<file path="src/rtl/demux1t2_32_stream_pkg.sv">
// Shared constants for the multiplex/arithmetic datapath blocks.
// The select encodings follow the 2:1 selector's I0/I1 convention.
package demux1t2_32_stream_pkg;

  localparam int DW_DEFAULT = 32;

  localparam logic SEL_O0 = 1'b0;
  localparam logic SEL_O1 = 1'b1;

endpackage : demux1t2_32_stream_pkg

</file>
<file path="src/rtl/demux1t2_32_stream_fifo.sv">
// Per-output FIFO with registered, reset-to-zero storage.
// Uses extra-MSB pointers so that full and empty can be told apart.
module stream_fifo_32 #(
  parameter int DW    = 32,
  parameter int DEPTH = 4
) (
  input  logic          clk,
  input  logic          rst_n,
  input  logic          wr_en,
  input  logic [DW-1:0] wr_data,
  output logic          full,
  input  logic          rd_en,
  output logic [DW-1:0] rd_data,
  output logic          empty
);

  localparam int AW = $clog2(DEPTH);

  logic [AW:0]   wr_ptr_q, wr_ptr_d;
  logic [AW:0]   rd_ptr_q, rd_ptr_d;
  logic [DW-1:0] mem_q [DEPTH];
  logic [DW-1:0] mem_d [DEPTH];
  logic          do_wr;
  logic          do_rd;

  assign empty   = (wr_ptr_q == rd_ptr_q);
  assign full    = (wr_ptr_q[AW] != rd_ptr_q[AW]) &&
                   (wr_ptr_q[AW-1:0] == rd_ptr_q[AW-1:0]);
  assign rd_data = mem_q[rd_ptr_q[AW-1:0]];

  // Guard internally so a misbehaving caller cannot corrupt occupancy.
  assign do_wr = wr_en && !full;
  assign do_rd = rd_en && !empty;

  always_comb begin
    wr_ptr_d = wr_ptr_q;
    rd_ptr_d = rd_ptr_q;
    mem_d    = mem_q;
    if (do_wr) begin
      mem_d[wr_ptr_q[AW-1:0]] = wr_data;
      wr_ptr_d = wr_ptr_q + {{AW{1'b0}}, 1'b1};
    end
    if (do_rd) begin
      rd_ptr_d = rd_ptr_q + {{AW{1'b0}}, 1'b1};
    end
  end

  always_ff @(posedge clk or negedge rst_n) begin
    if (!rst_n) begin
      wr_ptr_q <= '0;
      rd_ptr_q <= '0;
      for (int i = 0; i < DEPTH; i++) begin
        mem_q[i] <= '0;
      end
    end else begin
      wr_ptr_q <= wr_ptr_d;
      rd_ptr_q <= rd_ptr_d;
      mem_q    <= mem_d;
    end
  end

endmodule : stream_fifo_32

</file>
<file path="src/rtl/demux1t2_32_stream.sv">
// 1:2 stream demultiplexer: steers each accepted word to one of two
// buffered outputs by its select bit and counts words delivered per output.
module demux1t2_32_stream
  import demux1t2_32_stream_pkg::*;
#(
  parameter int DW    = DW_DEFAULT,
  parameter int DEPTH = 4
) (
  input  logic          clk,
  input  logic          rst_n,
  input  logic          in_valid,
  output logic          in_ready,
  input  logic          in_sel,
  input  logic [DW-1:0] in_data,
  output logic          o0_valid,
  input  logic          o0_ready,
  output logic [DW-1:0] o0_data,
  output logic          o1_valid,
  input  logic          o1_ready,
  output logic [DW-1:0] o1_data,
  output logic [31:0]   cnt0,
  output logic [31:0]   cnt1
);

  logic        full0, full1;
  logic        empty0, empty1;
  logic        accept;
  logic        wr_en0, wr_en1;
  logic        rd_en0, rd_en1;
  logic [31:0] cnt0_q, cnt0_d;
  logic [31:0] cnt1_q, cnt1_d;

  // Ready looks only at the selected FIFO's registered full flag.
  assign in_ready = (in_sel == SEL_O1) ? !full1 : !full0;
  assign accept   = in_valid && in_ready;
  assign wr_en0   = accept && (in_sel == SEL_O0);
  assign wr_en1   = accept && (in_sel == SEL_O1);

  assign o0_valid = !empty0;
  assign o1_valid = !empty1;
  assign rd_en0   = o0_valid && o0_ready;
  assign rd_en1   = o1_valid && o1_ready;

  stream_fifo_32 #(.DW(DW), .DEPTH(DEPTH)) u_fifo0 (
    .clk     (clk),
    .rst_n   (rst_n),
    .wr_en   (wr_en0),
    .wr_data (in_data),
    .full    (full0),
    .rd_en   (rd_en0),
    .rd_data (o0_data),
    .empty   (empty0)
  );

  stream_fifo_32 #(.DW(DW), .DEPTH(DEPTH)) u_fifo1 (
    .clk     (clk),
    .rst_n   (rst_n),
    .wr_en   (wr_en1),
    .wr_data (in_data),
    .full    (full1),
    .rd_en   (rd_en1),
    .rd_data (o1_data),
    .empty   (empty1)
  );

  always_comb begin
    cnt0_d = cnt0_q;
    cnt1_d = cnt1_q;
    if (rd_en0) cnt0_d = cnt0_q + 32'd1;
    if (rd_en1) cnt1_d = cnt1_q + 32'd1;
  end

  always_ff @(posedge clk or negedge rst_n) begin
    if (!rst_n) begin
      cnt0_q <= '0;
      cnt1_q <= '0;
    end else begin
      cnt0_q <= cnt0_d;
      cnt1_q <= cnt1_d;
    end
  end

  assign cnt0 = cnt0_q;
  assign cnt1 = cnt1_q;

endmodule : demux1t2_32_stream

</file>
<file path="config.mk">
export PLATFORM = sky130hd
export DESIGN_NAME = demux1t2_32_stream
export DESIGN_NICKNAME = d
export VERILOG_FILES = /design/src/rtl/demux1t2_32_stream_pkg.sv /design/src/rtl/demux1t2_32_stream_fifo.sv /design/src/rtl/demux1t2_32_stream.sv
export SDC_FILE = /design/constraint.sdc
export NUM_CORES = 1
export LEC_CHECK = 0
export CAP_MARGIN = 20
export CORE_ASPECT_RATIO = 1.4
export CORE_MARGIN = 3
export CORE_UTILIZATION = 55
export DETAILED_ROUTE_END_ITERATION = 7
export PLACE_DENSITY = 0.78
export SLEW_MARGIN = 40
export SYNTH_ARGS = -nofsm -noshare
export SYNTH_HDL_FRONTEND = slang
export SYNTH_SLANG_ARGS = --single-unit
</file>
<file path="constraint.sdc">
create_clock -name clk -period 2.75 [get_ports clk]
set_input_delay 0.55 -clock clk [delete_from_list [all_inputs] [get_ports clk]]
set_output_delay 0.55 -clock clk [all_outputs]
set_load 0.005 [all_outputs]
</file>
==> results_dict.tcl, run 1 <==
set metrics [dict create \
    path_clk_slew_ps 60 \
    critPathArrivalTime_ps 2180 \
    ir_drop_mv 0.815 \
    yosys-top-cells-area "dfrtp_1, mux2_2, mux4_2" \
    grt.total_usage 0.218 \
    finalHoldViolCount 0 \
    fin_ws_ps 16.9 \
    seq_area_sq_um 8320 \
    grt_max_degree 70 \
    yosys-top-cells-count "dfrtp_1, mux2_2, mux2_4" \
    yosysMostFrequentCell "dfrtp_1" \
    post-place-ws_ps 186 \
    crit_path_end_kind "primary output" \
    synth_area_leader_cell "dfrtp_1" \
    via_per_inst 5.53 \
    ff2ff_setup_slack_ps 400 \
    cts_tree "yes" \
    period_minus_slack_ps 2730 \
    leakagePower_nw 8.50 \
    numCtsBuffers 31 \
    intPower_mw 15.1 \
    drive_gt1_frac 0.370 \
    required_ps 2200 \
    die_w_um 145 \
    synth_top_flop_cell "dfrtp_1" \
    status "finished clean" \
    fp-row-count 70 \
    wl_um 31400 \
    dp_hpwl_um 20900 \
    ys_seq_area_frac 0.557 \
    tightest_slew_ps 502 \
    grt_pass1_wl_um 51800 \
    hold_depth 1 \
    power.switching_mw 6.13 \
    p_seq_frac 0.387 \
    syn_to_final_growth_pct 23.4 \
    num-fill-cells 1808 \
    num_vias 8489 \
    async_flop_share 1.00 \
    num_antenna_cells 0 \
    synthCells 949 \
    syn_area_sq_um 14900 \
    combPwrFrac 0.412 \
    ctsHtreeMaxLevel 1 \
    io_pins 169 \
    cellPowerDensity_nw_per_um2 1160 \
    firstDrtPassIters 4 \
    min_from "cnt0[31]" \
    drcViolationCount 0 \
    die-area_sq_um 29200 \
    relSlewSlack 0.665 \
    r2r_end "u_fifo0.mem_q[47]" \
    grt_pass1_vias 9493 \
    syn_nets 999 \
    hp-class "reg -> reg" \
    grt_overflow_total 0 \
    syn_avg_cell_area_sq_um 15.7 \
    clk_latency_ps 550 \
    netSwitchingFraction 0.288 \
    drt_iter0_drc 358 \
    timing.fmax_mhz 366 \
    min_to "cnt0[31]" \
    maxSlewViolCount 0 \
    rr_worst_depth 7 \
    maxCapViolations 0 \
    rsz0062_at_grt "true" \
    place_congestion 0.769 \
    nNetsFinal 1200 \
    multi_input_comb_area_sq_um 6330 \
    numPortBuffers 168 \
    postLayoutCellArea_sq_um 18400 \
    start_util 0.564 \
    synth-warning-count 0 \
    postRouteAntennaNets 0 \
    crit_fanout 11 \
    setup_violations 0 \
    antenna_found_initial 0 \
    synth_edf_count 0 \
    cp-start-kind "flop" \
    fp.dieH_um 201 \
    yosysTopAreaCellShare 0.557 \
    synthDistinctLibCells 32 \
    ys_ff_latch 332 \
    core_sq_um 26500 \
    clk_path_buf_depth 3 \
    crit_type "reg -> out" \
    period_share 0.994 \
    dpl_cell_area_sq_um 17200 \
    root_buffer "clkbuf_16" \
    fin_skew_ps 19.9 \
    cts_sinks 332 \
    clockPowerShare 0.201 \
    reg2reg_from "u_fifo0.rd_ptr_q[0]" \
    routedWlPerCell_um 20.5 \
]
[metal layers]
layer	global-route usage	wire, um
met1	0.283	13200
met2	0.388	16400
met3	0.0343	1220
met4	0.0523	677
met5	0	0
[power by group through the flow]
stage	sequential, mW	clock (mW)	combinational, mW
after CTS	8.23	4.35	8.76
after global placement	8.15	0	8.78
after detailed placement	8.26	0	8.97
after global routing	8.49	4.56	9.40
after floorplan	7.80	0	5.51
final	8.23	4.27	8.76
[area by class of cell]
class | instances | share of cell area
flip-flops and latches | 332 | 0.452
multi-input cells | 560 | 0.344
repair buffers | 214 | 0.122
clock buffers | 46 | 0.0496
well taps | 360 | 0.0245
clock inverters | 11 | 0.00591
inverters | 11 | 0.00224
[what timing repair did]
action                                  4_1_cts  5_1_grt
gates resized for setup                      41       22
cloned                                        0        0
hold endpoints to repair                     56        0
pin swaps                                     0        0
hold buffers                                  1        0
buffers inserted                              1       12
endpoints found under the setup margin       59       31
[cell usage in the layout (no fill, tap or decap), types with 18 or more instances in the layout]
cell type | netlist | final
buf_4 | 4 | 28
mux4_2 | 64 | 64
nand3_1 | 18 | 18
clkbuf_16 | 0 | 31
clkdlybuf4s50_1 | 0 | 120
xor2_1 | 31 | 31
mux2_4 | 89 | 89
nand4_1 | 19 | 19
xnor2_1 | 45 | 43
nand2_1 | 45 | 41
nor2_1 | 20 | 20
dfrtp_1 | 332 | 328
mux2_2 | 166 | 166
dlygate4sd2_1 | 0 | 31
[registers in the layout, indices dropped and copies added, names as in the netlist]
signal	cells
cnt0	32
u_fifo1.wr_ptr_q	3
u_fifo0.rd_ptr_q	3
u_fifo1.mem_q	128
u_fifo0.mem_q	128
u_fifo0.wr_ptr_q	3
cnt1	32
u_fifo1.rd_ptr_q	3
[worst max-delay path, cell delays in order (launching register included)]
cell             delay (ps)
dfrtp_2                 460
buf_12                  170
mux4_2                  520
clkdlybuf4s50_1         470
[worst max path at each step]
stage                        start                 to
6_report       u_fifo0.rd_ptr_q[0]        o0_data[30]
2_1_floorplan  u_fifo0.rd_ptr_q[0]   u_fifo0.mem_q[0]
4_1_cts        u_fifo0.rd_ptr_q[0]        o0_data[24]
3_5_place_dp                in_sel  u_fifo0.mem_q[51]
3_3_place_gp                in_sel  u_fifo0.mem_q[50]
5_1_grt        u_fifo0.rd_ptr_q[0]        o0_data[30]
[per-stage QoR]
| stage | hold slack (ps) | util | setup TNS [ps] | instances | power (mW) |
|---|---|---|---|---|---|
| floorplan | 254 | - | 0 | 949 | 13.3 |
| global placement | 458 | 0.650 | 0 | 1463 | 16.9 |
| detailed placement | 458 | 0.650 | 0 | 1463 | 17.2 |
| CTS | 469 | 0.689 | -943 | 1522 | 21.3 |
| global route | 500 | 0.696 | -116 | 1534 | 22.5 |
| finish | 464 | 0.696 | 0 | 1534 | 21.3 |
[cells by family (layout without fill, tap and decap cells)]
family	after synthesis	count (layout)	synth area share
AOI/OAI and AO/OA	3	3	0.00151
xor gates and xnor gates	76	76	0.0446
adders and majority gates	12	12	0.0101
buffers and inverters	57	282	0.0216
DFF	332	332	0.557
muxes	323	323	0.314
and+or+nand+nor	146	146	0.0507
Note: power is estimated with default switching activity, not from simulation.
==> run 2: changes to the inputs <==
Settings changed: CELL_PAD_IN_SITES_DETAIL_PLACEMENT from default to 1, CELL_PAD_IN_SITES_GLOBAL_PLACEMENT from default to 1, CORE_UTILIZATION 55 to 47, PLACE_DENSITY 0.78 to default, PLACE_DENSITY_LB_ADDON from default to 0.1.
==> run 2 against run 1 <==
Against the previous run: the run now ends with negative hold slack left; first-iteration DRC count decreased by 4.5%; via count increased by 2.8%; die area rose by 16%; register-to-register slack got worse by 70 ps; critical path depth is the same; core utilization decreased by 9.4 points; highest routed layer unchanged.
==> results_dict.tcl, run 2 (synthesis results as in run 1) <==
set metrics [dict create \
    status "finished, violations left" \
    violations "negative hold slack" \
    ir_drop_mv 0.706 \
    rsz0062_at_grt "true" \
    root_buffer "clkbuf_16" \
    fp-row-count 76 \
    combPwrFrac 0.420 \
    layout_commonest_cell "dfrtp_1" \
    place_congestion 0.756 \
    period_minus_slack_ps 2730 \
    clk_path_buf_depth 3 \
    path_clk_slew_ps 60 \
    fin_skew_ps 14.3 \
    postLayoutCellArea_sq_um 18700 \
    grt_pass1_vias 9949 \
    hp-class "in -> async" \
    routedWlPerCell_um 22.8 \
    maxSlewViolCount 0 \
    start_util 0.481 \
    cts_sinks 332 \
    timing.fmax_mhz 366 \
    crit_path_end_kind "primary output" \
    crit_type "reg -> out" \
    numPortBuffers 168 \
    firstDrtPassIters 4 \
    post-place-ws_ps 225 \
    num-fill-cells 2915 \
    critPathArrivalTime_ps 2180 \
    grt_pass1_wl_um 57000 \
    via_per_inst 5.55 \
    syn_to_final_growth_pct 25.0 \
    nNetsFinal 1211 \
    dp_hpwl_um 22800 \
    clk_latency_ps 520 \
    grt_max_degree 78 \
    ctsHtreeMaxLevel 2 \
    grt_overflow_total 0 \
    postRouteAntennaNets 0 \
    io_pins 169 \
    maxCapViolations 0 \
    fin_ws_ps 21.0 \
    fp.dieH_um 217 \
    antenna_found_initial 1 \
    drcViolationCount 0 \
    num_vias 8728 \
    drt_iter0_drc 342 \
    numCtsBuffers 34 \
    cts_tree "yes" \
    intPower_mw 15.6 \
    clockPowerShare 0.204 \
    die-area_sq_um 33900 \
    cellPowerDensity_nw_per_um2 1180 \
    hold_ws_ps -4.07 \
    finalHoldViolCount 1 \
    relSlewSlack 0.573 \
    required_ps 2200 \
    holdBufCountCts 0 \
    layout_common_cells "dfrtp_1, mux2_2, clkdlybuf4s50_1, mux2_4, mux4_2" \
    dpl_cell_area_sq_um 17300 \
    power.switching_mw 6.45 \
    netSwitchingFraction 0.293 \
    wl_um 35900 \
    top_regs "u_fifo0.mem_q: 128 flops, u_fifo1.mem_q: 128 flops" \
    leakagePower_nw 8.62 \
    p_seq_frac 0.377 \
    cp-start-kind "flop" \
    setup_violations 0 \
    grt.total_usage 0.215 \
    die_w_um 157 \
    crit_fanout 10 \
    tightest_slew_ps 640 \
    drive_gt1_frac 0.370 \
    final_core_util 0.602 \
    core_sq_um 31000 \
    setup_tns_ps 0 \
    period_share 0.992 \
]
[run 2: changes by cell type in the layout (fill, tap and decap cells not counted), sizes merged, moves of 5 or more]
cell / before / now
clkinv: 9 / 3
dlymetal6s2s: 16 / 23
buf: 46 / 54
clkdlybuf4s15: 0 / 5
clkdlybuf4s50: 120 / 125
clkbuf: 46 / 54
dlygate4sd2: 31 / 14
[run 2: power by group through the flow]
stage / sequential [mW] / clock, mW / combinational, mW
2_1_floorplan: 7.80 / 0 / 5.51
3_3_place_gp: 8.19 / 0 / 8.92
3_5_place_dp: 8.30 / 0 / 9.11
4_1_cts: 8.25 / 4.62 / 9.18
5_1_grt: 8.54 / 4.83 / 9.95
6_report: 8.30 / 4.48 / 9.24
[run 2: worst max-delay path, stage by stage (launching register included)]
cell and delay, ps:
dfrtp_2 450, buf_8 200, mux4_2 500, clkdlybuf4s50_1 520
[run 2: final cells by class]
class                           instances  area [sq um]  share of cell area
Multi-Input combinational cell        560          6330               0.339
Timing Repair Buffer                  222          2410               0.129
Inverter                               11          41.3             0.00221
Clock inverter                          4          45.0             0.00242
Clock buffer                           53          1030              0.0550
Sequential cell                       332          8310               0.446
Antenna cell                            1          2.50            0.000134
Tap cell                              390           488              0.0262
[run 2: per-layer routing]
metal  track usage  vias up  share of wire  wire length, um
met4        0.0415        0          0.014              499
met5             0        -              0                0
met2         0.368      177           0.51            18400
met1         0.290     4662           0.43            15500
li1              -     3851              -                -
met3        0.0376       38          0.042             1500
[run 2: final timing paths]
path | from | end | slack, ps | cells past startpoint
max | u_fifo0.rd_ptr_q[0] | o0_data[20] | 20 | 3
max in group asynchronous | rst_n | u_fifo0.rd_ptr_q[1] | 1880 | 2
max reg2reg | u_fifo1.rd_ptr_q[0] | u_fifo1.mem_q[24] | 330 | 9
min | rst_n | u_fifo0.mem_q[6] | -4 | 1
min in group clk | cnt1[31] | cnt1[31] | 470 | 1
min reg2reg | cnt1[31] | cnt1[31] | 470 | 1
[run 2: repair_timing]
action                     4_1_cts  5_1_grt
buffers inserted                 3       15
resized for setup               24       38
pin swaps                        0        1
setup endpoints to repair       65       46
cloned                           2        1
[run 2: through the flow]
stage,cells,total power [mW]
2_1_floorplan,949,13.3
3_3_place_gp,1494,17.1
3_5_place_dp,1494,17.4
4_1_cts,1556,22.1
5_1_grt,1572,23.3
6_report,1573,22.0
==> run 3: changes to the inputs <==
Settings changed: CORE_UTILIZATION 47 to 49, CTS_BUF_LIST from default to sky130_fd_sc_hd__clkbuf_2.
==> run 3 against run 2 <==
Against the previous run: the run ends with negative setup slack left; final area shrank 0.89%; combinational power grew 5.7%; non-clock buffer count grew 40; die area shrank 3.9%; largest power group unchanged.
==> results_dict.tcl, run 3 (synthesis results as in run 1) <==
set metrics [dict create \
    status "finished, violations left" \
    violations "negative setup slack" \
    postRouteAntennaNets 0 \
    crit_type "reg -> out" \
    maxCapViolations 0 \
    finalHoldViolCount 0 \
    grt_pass1_wl_um 58500 \
    grt_overflow_total 0 \
    timing.fmax_mhz 339 \
    rr_worst_depth 10 \
    drive_gt1_frac 0.483 \
    start_util 0.497 \
    final_core_util 0.616 \
    grt_pass1_vias 10500 \
    ctsHtreeMaxLevel 3 \
    top_regs "u_fifo0.mem_q: 128 flops, u_fifo1.mem_q: 128 flops" \
    dp_cells 1494 \
    nNetsFinal 1298 \
    die-area_sq_um 32600 \
    crit_fanout 6 \
    period_minus_slack_ps 2950 \
    io_pins 169 \
    num-fill-cells 2886 \
    dp_hpwl_um 23200 \
    die_w_um 153 \
    relSlewSlack 0.575 \
    path_clk_slew_ps 120 \
    cts_sinks 332 \
    reg2reg_from "u_fifo0.rd_ptr_q[0]" \
    drcViolationCount 0 \
    leakagePower_nw 8.66 \
    cellPowerDensity_nw_per_um2 1150 \
    maxSlewViolCount 0 \
    period_share 1.07 \
    ff2ff_setup_slack_ps 90 \
    firstDrtPassIters 4 \
    syn_to_final_growth_pct 23.9 \
    wl_um 36700 \
    fp.dieH_um 212 \
    critPathArrivalTime_ps 2400 \
    grt.total_usage 0.227 \
    grt_max_degree 74 \
    fp-row-count 75 \
    fin_skew_ps 73.4 \
    routedWlPerCell_um 21.9 \
    fin_total_pwr_mw 21.3 \
    cts_tree "yes" \
    required_ps 2200 \
    rsz0062_at_grt "true" \
    drt_iter0_drc 295 \
    crit_path_end_kind "primary output" \
    via_per_inst 5.46 \
    dpl_cell_area_sq_um 17300 \
    cp-start-kind "flop" \
    ir_drop_mv 0.554 \
    antenna_found_initial 3 \
    r2r_end "u_fifo0.mem_q[108]" \
    clk_latency_ps 900 \
    postLayoutCellArea_sq_um 18500 \
    numPortBuffers 168 \
    core_sq_um 30000 \
    fin_ws_ps -201 \
    root_buffer "clkbuf_2" \
    tightest_slew_ps 638 \
    layout_commonest_cell "dfrtp_1" \
    place_congestion 0.828 \
    finalNonFillerCells 1680 \
    num_vias 9165 \
    layout_common_cells "dfrtp_1, mux2_2, clkbuf_2, clkdlybuf4s50_1, mux2_4" \
    hp-class "in -> async" \
    clk_path_buf_depth 3 \
    numCtsBuffers 81 \
    setup_violations 63 \
]
[run 3: metal layers]
layer,track usage,part of all wire
met3,0.0509,0.047
met1,0.281,0.41
met2,0.401,0.53
met4,0.0689,0.022
met5,0,0.00035
[run 3: how the worst max path moves through the flow]
stage,start,endpoint,cells past startpoint
after floorplan,u_fifo0.rd_ptr_q[0],u_fifo0.mem_q[0],7
after global placement,in_sel,u_fifo0.mem_q[121],5
after detailed placement,in_sel,u_fifo0.mem_q[121],5
after CTS,u_fifo0.rd_ptr_q[0],o0_data[17],5
after global routing,u_fifo0.rd_ptr_q[0],o0_data[17],4
final,u_fifo0.rd_ptr_q[0],o0_data[1],4
[run 3: report_power, final]
part / switching [mW] / total [mW] / internal (mW) / leakage, nW
clock network: 1.94 / 3.23 / 1.29 / 0.534
registers: 1.32 / 8.28 / 6.96 / 4.08
logic: 3.56 / 9.77 / 6.21 / 4.04
total: 6.83 / 21.3 / 14.5 / 8.66
[run 3: timing repair]
action	CTS	global route
endpoints found under the hold margin	62	0
pin swaps	2	3
endpoints found under the setup margin	67	83
cloned	2	0
hold buffers	1	0
setup buffers	38	17
resized for setup	285	54
[run 3: worst max-delay path, stage by stage, from the launching register on]
cell	delay, ps
dfrtp_2	540
buf_6	180
buf_6	100
mux4_2	530
buf_2	150
[run 3: cell type report]
class	instances	area [sq um]	share of cell area
inverter	11	41.3	0.00223
tap	385	482	0.0261
clock inverter	12	104	0.00562
timing repair buffer	262	2600	0.141
multi-input combinational	560	6360	0.344
clock buffer	116	581	0.0314
sequential	332	8310	0.450
antenna	2	5.00	0.000271
[run 3: metrics by stage]
step	hold WS (ps)	setup WS [ps]	setup TNS, ps
after floorplan	254	755	0
after global placement	463	159	0
after detailed placement	462	75.1	0
after CTS	147	-415	-17700
after global routing	197	-324	-16370
final	231	-201	-7120
